==> src/rtl/demux_pkg.sv <==
// Shared constants and helpers for the flow-controlled stream demultiplexer.
package demux_pkg;

  localparam int DEF_N     = 8;
  localparam int DEF_CH    = 4;
  localparam int DEF_DEPTH = 2;

  // Like $clog2, but never returns 0, so a derived vector is at least 1 bit wide.
  function automatic int clog2_min1(input int n);
    int r;
    r = 0;
    for (int i = 0; i < 31; i++) begin
      if ((1 << i) < n) r = i + 1;
    end
    return (r < 1) ? 1 : r;
  endfunction

  function automatic int slice_lo(input int k, input int n);
    return k * n;
  endfunction

endpackage

==> src/rtl/demux_chan_fifo.sv <==
// Single-channel FIFO: registered output, no fall-through, storage not reset.
module demux_chan_fifo
  import demux_pkg::*;
#(
  parameter int N     = DEF_N,
  parameter int DEPTH = DEF_DEPTH
) (
  input  logic         clk,
  input  logic         rst_n,
  input  logic         push,
  input  logic [N-1:0] wdata,
  output logic         full,
  input  logic         pop,
  output logic [N-1:0] rdata,
  output logic         valid
);

  localparam int AW = clog2_min1(DEPTH);
  localparam int CW = $clog2(DEPTH) + 1;

  logic [N-1:0]  r_mem [DEPTH];
  logic [AW-1:0] r_wr_ptr;
  logic [AW-1:0] r_rd_ptr;
  logic [CW-1:0] r_count;
  logic          w_do_push;
  logic          w_do_pop;

  assign full      = (r_count == CW'(DEPTH));
  assign valid     = (r_count != '0);
  assign rdata     = r_mem[r_rd_ptr];
  assign w_do_push = push && !full;
  assign w_do_pop  = pop && valid;

  // DEPTH is a power of two, so pointers wrap by natural overflow.
  always_ff @(posedge clk or negedge rst_n) begin
    if (!rst_n) begin
      r_wr_ptr <= '0;
      r_rd_ptr <= '0;
      r_count  <= '0;
    end else begin
      if (w_do_push) r_wr_ptr <= r_wr_ptr + 1'b1;
      if (w_do_pop)  r_rd_ptr <= r_rd_ptr + 1'b1;
      if (w_do_push && !w_do_pop)      r_count <= r_count + 1'b1;
      else if (!w_do_push && w_do_pop) r_count <= r_count - 1'b1;
    end
  end

  always_ff @(posedge clk) begin
    if (w_do_push) r_mem[r_wr_ptr] <= wdata;
  end

endmodule

==> src/rtl/demux_stream_nch.sv <==
// 1-to-CH registered demultiplexer with a small FIFO per output channel.
module demux_stream_nch
  import demux_pkg::*;
#(
  parameter int N     = DEF_N,
  parameter int CH    = DEF_CH,
  parameter int DEPTH = DEF_DEPTH,
  localparam int SW   = clog2_min1(CH)
) (
  input  logic            clk,
  input  logic            rst_n,
  input  logic [N-1:0]    in_data,
  input  logic [SW-1:0]   in_sel,
  input  logic            in_valid,
  output logic            in_ready,
  output logic [CH*N-1:0] out_data,
  output logic [CH-1:0]   out_valid,
  input  logic [CH-1:0]   out_ready,
  output logic            err_sel,
  input  logic            clr_err
);

  // Handshake: a word moves when valid & ready are both high at a rising edge;
  // the offering side holds its payload stable until that edge.

  logic [CH-1:0] w_push;
  logic [CH-1:0] w_full;
  logic [CH-1:0] w_valid;
  logic [N-1:0]  w_rdata [CH];
  logic          w_sel_ok;
  logic          w_drop;
  logic          r_err;

  assign w_sel_ok = (int'(in_sel) < CH);
  assign w_drop   = in_valid && !w_sel_ok;

  // in_ready looks only at the selected channel's full flag, never at out_ready.
  always_comb begin
    in_ready = 1'b1;
    for (int k = 0; k < CH; k++) begin
      if (int'(in_sel) == k) in_ready = !w_full[k];
    end
  end

  always_comb begin
    w_push = '0;
    for (int k = 0; k < CH; k++) begin
      w_push[k] = in_valid && (int'(in_sel) == k) && !w_full[k];
    end
  end

  for (genvar g = 0; g < CH; g++) begin : g_chan
    demux_chan_fifo #(
      .N     (N),
      .DEPTH (DEPTH)
    ) u_fifo (
      .clk   (clk),
      .rst_n (rst_n),
      .push  (w_push[g]),
      .wdata (in_data),
      .full  (w_full[g]),
      .pop   (out_ready[g]),
      .rdata (w_rdata[g]),
      .valid (w_valid[g])
    );

    assign out_data[slice_lo(g, N) +: N] = w_valid[g] ? w_rdata[g] : '0;
  end

  assign out_valid = w_valid;

  // A drop in the same cycle as a clear keeps the flag set.
  always_ff @(posedge clk or negedge rst_n) begin
    if (!rst_n)       r_err <= 1'b0;
    else if (w_drop)  r_err <= 1'b1;
    else if (clr_err) r_err <= 1'b0;
  end

  assign err_sel = r_err;

endmodule
==> config.mk <==
export PLATFORM = sky130hd
export DESIGN_NAME = demux_stream_nch
export DESIGN_NICKNAME = d
export VERILOG_FILES = /design/src/rtl/demux_pkg.sv /design/src/rtl/demux_chan_fifo.sv /design/src/rtl/demux_stream_nch.sv
export SDC_FILE = /design/constraint.sdc
export NUM_CORES = 1
export LEC_CHECK = 0
export CAP_MARGIN = 10
export CORE_AREA = 2 2 81 83
export CTS_BUF_LIST = sky130_fd_sc_hd__clkbuf_4
export DETAILED_ROUTE_END_ITERATION = 10
export DIE_AREA = 0 0 83 85
export GPL_ROUTABILITY_DRIVEN = 0
export PLACE_DENSITY = 0.81
export SLEW_MARGIN = 10
export SYNTH_ARGS = -nofsm -noshare
export SYNTH_HDL_FRONTEND = slang
export SYNTH_SLANG_ARGS = --single-unit
==> constraint.sdc <==
create_clock -name clk -period 2.4 [get_ports clk]
set_input_delay 0.48 -clock clk [delete_from_list [all_inputs] [get_ports clk]]
set_output_delay 0.48 -clock clk [all_outputs]
set_load 0.02 [all_outputs]
==> reports/metrics.csv <==
metric;value;unit
Total Routing Usage GR;0.171;
Core ar.;0.00620;sq mm
TritonRoute pass-1 iters;4;
PD cells;1160;mW/mm^2
Hold WS;498;ps
Tcrit/Tclk final;0.965;
minimum clock period;2310;ps
n_diodes;0;
IO buf count;53;
most frequent cells in the layout;edfxtp_1, clkdlybuf4s50_1, nor2_1, mux2i_1, xor2_1;
total power;4.74;mW
Syn Inst Count;214;
status;completed;
cts hold-fix bufs;0;
Mean Syn Cell Area;15.4;sq um
global-route wire length before repair;8880;um
crit end category;output pin;
total die area;0.00706;sq mm
Die X;83;um
synth warn;0;
Fin Clk Skew;10.9;ps
prevailing post-synth register cell;edfxtp_1;
final hold viol count;0;
WL per Instance;16.1;um
I/O pin cnt;56;
Die H;85;um
share of layout cells above drive strength 1;0.130;
Skew-Pair Late Insertion Delay;410;ps
flops & latches, synth;80;
Max VDD drop;0.624;mV
post-synth cell types;25;
met3 wire len;373;um
sequential share of the synthesized area;0.704;
nets@finish;301;
Detail Route Antenna Nets;0;
MaxCap Viol Count;0;
Longest Clk Path Bufs;2;
Root Buffer;clkbuf_4;
Starting DRT DRC Count;84;
Top Metal Used;met4;
Clock Pin Slew Worst Setup and Hold Paths;100;ps
Vias per Instance;5.05;
kind of critical path;reg2out;
Syn Nets;236;
CTS buffer count;9;
CTS H-tree lvls;3;
Post-Layout Cell Count;361;
largest net degree at the start of global routing;17;
maximum clock rate;432;MHz
P_leak;1.64;nW
worst hold path class;reg2reg;
Slew headroom;0.457;
Post-Syn Area;0.00330;sq mm
CP max FO;9;
Area growth, synth to finish;24.2;%
number of global-route vias before repair;1839;
required time worst endpoint;1920;ps
FFs w/ async S/R, synth;0.200;
row cnt;29;
antenna violations before repair;0;
CTS tree;built;
type of origin of the critical path;register;
DRC viols;0;
worst-margin pin slew;813;ps
M1 WL;2330;um
Post-DP HPWL;3840;um
worst path arrival time;1830;ps
grt total ovfl;0;
initial core utilization;0.532;
Final Max Slew Viols;0;
met2 wire len;2960;um
Sink Count;80;
vias;1824;
Post-synth EDFFs;64;
WL final;5800;um
commonest non-fill, non-tap cell in the layout;edfxtp_1;
Final Setup Violations;0;
Cells after DPL;344;
-- cells by family after synthesis --
kind of cell,Yosys count,share of synthesized area
flip-flops,80,0.704
AND/OR/NAND/NOR,58,0.0910
multiplexers,33,0.104
XOR/XNOR,20,0.0531
buffers and inverters,14,0.0254
adder cells (fa/ha/maj),4,0.0152
AO/OA/AOI/OAI,4,0.00607
other,1,0.00114
-- path summary, 6_finish.rpt --
check	from	end	slack (ps)	cells past startpoint
min	g_chan[2].u_fifo.r_wr_ptr	g_chan[2].u_fifo.r_wr_ptr	500	1
max reg2reg	g_chan[2].u_fifo.r_count[1]	g_chan[2].u_fifo.r_mem[1][1]	790	3
min reg2reg	g_chan[2].u_fifo.r_wr_ptr	g_chan[2].u_fifo.r_wr_ptr	500	1
max in group asynchronous	rst_n	g_chan[2].u_fifo.r_rd_ptr	1310	1
max	g_chan[2].u_fifo.r_rd_ptr	out_data[16]	90	3
min in group asynchronous	rst_n	g_chan[1].u_fifo.r_count[1]	530	1
-- final cells by class --
| type | count | area (sq um) |
|---|---|---|
| fillers | 441 | 2110 |
| inverters | 4 | 15.0 |
| well taps | 77 | 96.3 |
| repair buffers | 64 | 629 |
| clock inverters | 6 | 50.0 |
| flip-flops and latches | 80 | 2330 |
| clock buffers | 10 | 75.1 |
| multi-input cells | 120 | 900 |
-- synth_stat cells (3+ instances only) --
library cell / instances / area share
nand2b_1: 3 / 0.0057
buf_2: 4 / 0.0061
xnor2_1: 8 / 0.021
inv_1: 4 / 0.0046
nor2_1: 40 / 0.046
o21ai_0: 4 / 0.0061
buf_4: 5 / 0.011
ha_1: 4 / 0.015
edfxtp_1: 64 / 0.58
and2_1: 4 / 0.0076
dfrtp_1: 16 / 0.12
nor2b_1: 3 / 0.0057
mux2i_1: 32 / 0.097
xor2_1: 12 / 0.032
-- per-stage QoR --
| step | setup TNS (ps) | area [sq um] | utilization | setup WS (ps) |
|---|---|---|---|---|
| 4_1_cts | 0 | 4060 | 0.655 | 1.22 |
| 3_3_place_gp | -103 | 3930 | 0.634 | -103 |
| 3_5_place_dp | -99.9 | 3930 | 0.634 | -99.9 |
| 6_report | 0 | 4100 | 0.660 | 85.1 |
| 5_1_grt | -7.84 | 4100 | 0.660 | -6.50 |
| 2_1_floorplan | 0 | 3300 | - | 510 |
-- what timing repair did --
| action | in CTS | in global routing |
|---|---|---|
| resized for setup | 7 | 9 |
| setup buffers | 0 | 1 |
| endpoints found under the setup margin | 34 | 13 |
-- power breakdown --
part / total, mW / internal (mW) / switching [mW]
clock network: 0.735 / 0.315 / 0.419
logic: 1.97 / 1.01 / 0.959
registers: 2.04 / 1.73 / 0.301
total: 4.74 / 3.06 / 1.68
-- metal layers --
metal / up-vias / GRT usage
met1: 879 / 0.209
met2: 52 / 0.287
met3: 12 / 0.0311
met4: 0 / 0.0984
met5: - / 0
li1: 881 / -
-- registers in the layout (all words and copies together), names as in the netlist --
| signal | flops |
|---|---|
| g_chan.u_fifo.r_count | 8 |
| g_chan.u_fifo.r_rd_ptr | 4 |
| g_chan.u_fifo.r_mem | 64 |
| g_chan.u_fifo.r_wr_ptr | 4 |
-- critical path, cell delays in order, from the launching register on --
cell and delay [ps]:
dfrtp_2 530, mux2i_1 150, nor2_1 130, clkdlybuf4s50_1 620
Power figures use the tool's default switching activity.
==> edit 1, RTL diff (same flow settings) <==
Change the package constant `DEF_CH` from 4 to 2.
--- a/src/rtl/demux_pkg.sv
+++ b/src/rtl/demux_pkg.sv
@@ -2,7 +2,7 @@
 package demux_pkg;
 
   localparam int DEF_N     = 8;
-  localparam int DEF_CH    = 4;
+  localparam int DEF_CH    = 2;
   localparam int DEF_DEPTH = 2;
 
   // Like $clog2, but never returns 0, so a derived vector is at least 1 bit wide.
Interface: changed (resized in_sel, out_data, out_ready and out_valid); port bits go from 56 to 35. The function was not compared with the original's and may differ.
==> edit 1 against the original RTL <==
Routed wire length fell by 49%; sequential cell count fell by 40; design area fell by 47%; total power fell by 43%; area after synthesis fell by 50%; largest power group unchanged; setup slack got worse by 0.021 ns; synthesized cell count fell by 50%; final cell count fell by 39%; hold slack got worse by 0.083 ns.
==> edit 1: results (changes against the original RTL) <==
final hold slack=0.415 ns (-0.0827 ns); first-pass GRT wire length=4730 um (-47%); H-tree depth=2 (-1); most frequent cells after synthesis=32 x edfxtp_1, 20 x nor2_1, 16 x mux2i_1; cell count after synthesis=108 (-50%); Mapped Nets=125 (-47%); Worst-Skew Late Latency=0.34 ns (-0.07 ns); pre-CTS WS=0.0527 ns (+0.153 ns); GRT Total Usage=0.0886 (-0.0821); WP data arrival=1.86 ns (+0.03 ns); M1 wire length=1330 um (-43%); leakage=0.807 nW (-51%); largest cells by area after synthesis=edfxtp_1 58%, dfrtp_1 12%, mux2i_1 9.7%; DRT Pass-1 Iters=4 (unchanged); Via Count=900 (-51%); top flop regs=g_chan.u_fifo.r_mem (32), g_chan.u_fifo.r_count (4); port buffer count=32 (-40%); GR Util met2=0.145 (-0.142); status=finished clean; R2R setup slack=0.80 ns; nets=160 (-47%); share of cells above drive strength 1=0.119 (-0.0114); r2r endpoint=g_chan[0].u_fifo.r_mem[1][7]$_DFFE_PP_; Met3 Wirelength=137 um (-63%); Pint=0.00176 W (-42%); routed len/inst=13.5 um (-16%); synth unique cells=21 (-16%); # fillers=588 (+33%); Inserted Clock Buffers=5 (-4); Post-synth EDFFs=32 (-50%); Post-DP Area=2040 um2 (-48%); Largest register FFs=32 (-50%); Hold Path Class=primary input to asynchronous set/reset pin; DP HPWL=2170 um (-44%); placed insts=213 (-38%); vias in the first global route=939 (-49%); CP startpoint=in_sel; Clock Skews=0.0143 ns (+0.00332 ns); GRT met1 Usage=0.110 (-0.0991); met3 usage=0.0302 (-0.000973); Max IR drop VDD=0.000588 V (-5.8%); WL met2=1500 um (-49%); Post-Layout Cell Count=220 (-39%); register area share after synthesis=0.705 (+0.00107); reg2reg start=g_chan[0].u_fifo.r_count[0]$_DFFE_PN0P_; post-CTS sizing=3 (-4); Crit Path Max Fanout=3 (-6); largest net degree at the start of global routing=13 (-4); FF-to-FF path depth=4 (+1); Post-CTS Setup Bufs=0 (unchanged)
## edit 1: cell types whose count changed after synthesis, moves of 3 or more
cell	unedited run	this run
edfxtp_1	64	32
nor2_1	40	20
nor2b_1	3	0
xnor2_1	8	5
mux2i_1	32	16
dfrtp_1	16	8
xor2_1	12	4
## edit 1: worst max-delay path by stage
stage                                             end  slack [ns]  cells past startpoint
6_report                                     in_ready        0.06                      3
5_1_grt                                      in_ready        0.02                      3
4_1_cts                                      in_ready        0.05                      3
3_5_place_dp                                 in_ready        0.05                      3
3_3_place_gp                                 in_ready        0.08                      3
2_1_floorplan  g_chan[0].u_fifo.r_mem[0][0]$_DFFE_PP_        0.94                      2
## edit 1: cells by family after synthesis
logic type               share of synthesized area
other                                      0.00228
buffers and inverters                       0.0266
adder cells (fa/ha/maj)                     0.0152
AND/OR/NAND/NOR                             0.0828
AO/OA/AOI/OAI                              0.00608
multiplexers                                 0.104
XOR/XNOR                                    0.0578
flip-flops                                   0.705
## edit 1: critical path, cell delays in order
cell and delay (ns):
clkdlybuf4s50_1 0.50, mux2_2 0.34, clkdlybuf4s50_1 0.54
## edit 1: layout make-up
| class | instances | area (um2) | share of cell area |
|---|---|---|---|
| inverters | 3 | 11.3 | 0.00524 |
| flip-flops and latches | 40 | 1160 | 0.541 |
| repair buffers | 33 | 328 | 0.152 |
| well taps | 77 | 96.3 | 0.0448 |
| multi-input cells | 60 | 454 | 0.211 |
| clock buffers | 5 | 37.5 | 0.0175 |
| clock inverters | 2 | 60.1 | 0.0279 |
## edit 1: power groups by stage
stage	sequential (W)	combinational, W	clock [W]
floorplan	0.000980	0.000729	0
global placement	0.00106	0.00107	0
detailed placement	0.00108	0.00108	0
CTS	0.00107	0.00109	0.000540
global route	0.00110	0.00117	0.000568
finish	0.00108	0.00108	0.000529
==> edit 2, RTL diff (same flow settings) <==
Without the edit above. Make the reset (`rst_n`) synchronous in 2 clocked blocks.
--- a/src/rtl/demux_chan_fifo.sv
+++ b/src/rtl/demux_chan_fifo.sv
@@ -32,7 +32,7 @@
   assign w_do_pop  = pop && valid;
 
   // DEPTH is a power of two, so pointers wrap by natural overflow.
-  always_ff @(posedge clk or negedge rst_n) begin
+  always_ff @(posedge clk) begin
     if (!rst_n) begin
       r_wr_ptr <= '0;
       r_rd_ptr <= '0;
--- a/src/rtl/demux_stream_nch.sv
+++ b/src/rtl/demux_stream_nch.sv
@@ -70,7 +70,7 @@
   assign out_valid = w_valid;
 
   // A drop in the same cycle as a clear keeps the flag set.
-  always_ff @(posedge clk or negedge rst_n) begin
+  always_ff @(posedge clk) begin
     if (!rst_n)       r_err <= 1'b0;
     else if (w_drop)  r_err <= 1'b1;
     else if (clr_err) r_err <= 1'b0;
Formal check against the unedited RTL: differs if rst_n is asserted again (counterexample within 4 cycles, from zero or initial values and one cycle with rst_n low); with rst_n held inactive, the same outputs for 4 cycles.
==> edit 2 against the original RTL <==
Design area grew 2.6%; area after synthesis grew 2.8%; register-to-register slack lost 0.24 ns; maximum frequency grew 0.12%; sequential cell count grew 4; total power shrank 0.57%; combinational power shrank 2%; routed wire length grew 5.2%; setup slack gained 0.0028 ns; sequential share of layout area shrank 1.5 points.
==> edit 2: results (changes against the original RTL) <==
status=finished clean; Post-DP Area=4030 um2 (+2.6%); Post-CTS Setup Bufs=0 (unchanged); clk slew on worst S/H paths=0.12 ns (+0.02 ns); hold wc startpoint=g_chan[1].u_fifo.r_wr_ptr$_SDFFE_PN0P_; Max IR drop VDD=0.000552 V (-12%); share of cells above drive strength 1=0.102 (-0.0280); GRT Total Usage=0.178 (+0.00746); DP HPWL=4100 um (+6.7%); Synth Area in Adders=0.0148 (-0.000409); r2r endpoint=g_chan[3].u_fifo.r_count[1]$_SDFFE_PN0P_; leakage=1.58 nW (-3.8%); largest cells by area after synthesis=edfxtp_1 57%, dfxtp_1 12%, mux2i_1 11%; mean cell area of the mapped netlist=13.9 um2 (-9.9%); Total Wirelength=6090 um (+5.2%); xor/xnor share of the synthesized area=0.0310 (-0.0221); routed len/inst=15.6 um (-2.7%); mux cell area share after synthesis=0.110 (+0.00569); DR iter-0 viols=117 (+39%); vias in the first global route=1,922 (+4.5%); Hold Path Class=flip-flop to flip-flop; DRT Pass-1 Iters=4 (unchanged); hold depth=2 (+1); R2R setup slack=0.55 ns (-0.24 ns); pre-CTS WS=-0.0985 ns (+0.00148 ns); crit path time final=2.31 ns (-0.00285 ns); nets=330 (+9.6%); Slew HR=0.649 (+0.193); Clock Skews=0.00466 ns (-0.00629 ns); reg2reg start=g_chan[3].u_fifo.r_count[0]$_SDFFE_PN0P_; n_diodes=0 (unchanged); Async S/R FF share, synth=0 (-0.200); most frequent cells after synthesis=64 x edfxtp_1, 48 x nor2_1, 36 x mux2i_1; Mapped Nets=266 (+13%); Crit Path Max Fanout=9 (unchanged); WP data arrival=1.83 ns (about the same); crit path capture=out_data[30]; first-pass GRT wire length=9360 um (+5.4%); Compound-Gate Fraction of Synth Area=0.0273 (+0.0212); H-tree depth=3 (unchanged); Worst-Skew Late Latency=0.40 ns; initial antenna violation count=0 (unchanged); placed insts=374 (+8.7%); final hold slack=0.484 ns (-0.0139 ns); critical path type=flip-flop to output port; post-CTS sizing=4 (-3); Hold Crit Endpoint=g_chan[1].u_fifo.r_wr_ptr$_SDFFE_PN0P_; FF-to-FF path depth=5 (+2); register area share after synthesis=0.685 (-0.0190); Synth warnings=0 (unchanged); top flop regs=g_chan.u_fifo.r_mem (64), g_chan.u_fifo.r_count (8); synth unique cells=27 (+8.0%); grt ovf=0 (unchanged); Pint=0.00307 W (+0.56%); Via Count=1,993 (+9.3%); Post-synth EDFFs=64 (unchanged)
## edit 2: changes by cell type in the layout (fill, tap and decap cells not counted), moves of 4 or more
cell,before,now
xnor2_1,8,0
a21oi_1,0,4
o21ai_1,0,4
nor2_1,39,48
dfrtp_2,6,0
mux2i_1,32,36
dfxtp_1,0,15
dfrtp_1,10,0
dfxtp_2,0,5
or3_1,0,4
## edit 2: power groups by stage
stage	Clock [W]	Sequential (W)	Combinational (W)
after floorplan	0	0.00185	0.00126
after global placement	0	0.00196	0.00189
after detailed placement	0	0.00197	0.00195
after CTS	0.000847	0.00195	0.00195
after global routing	0.000904	0.00197	0.00207
final	0.000831	0.00195	0.00193
## edit 2: cell families (layout without fill, tap and decap cells)
| family | after synthesis | after routing |
|---|---|---|
| compound gates | 16 | 16 |
| xor+xnor | 12 | 12 |
| fa+ha+maj | 4 | 4 |
| buf+inv | 16 | 85 |
| flops | 84 | 84 |
| mux | 37 | 37 |
| other cells | 1 | 1 |
| simple gates | 74 | 74 |
## edit 2: worst max-delay path: stages (launching register included)
cell and delay (ns):
dfxtp_1 0.46, nor2_1 0.09, buf_4 0.17, nor2_1 0.10, clkdlybuf4s50_1 0.61
## edit 2: per-layer routing
layer | up-vias | GRT usage | part of all wire
met1 | 943 | 0.220 | 0.42
met3 | 11 | 0.0428 | 0.041
met4 | 0 | 0.0775 | 0.023
met2 | 47 | 0.302 | 0.52
li1 | 992 | - | -
met5 | - | 0 | 0
## edit 2: layout make-up
type                            count  area (um2)
Clock buffer                        9        67.6
Clock inverter                      7        81.3
Fill cell                         444        2000
Inverter                            5        18.8
Multi-Input combinational cell    144         982
Sequential cell                    84        2330
Tap cell                           77        96.3
Timing Repair Buffer               64         627
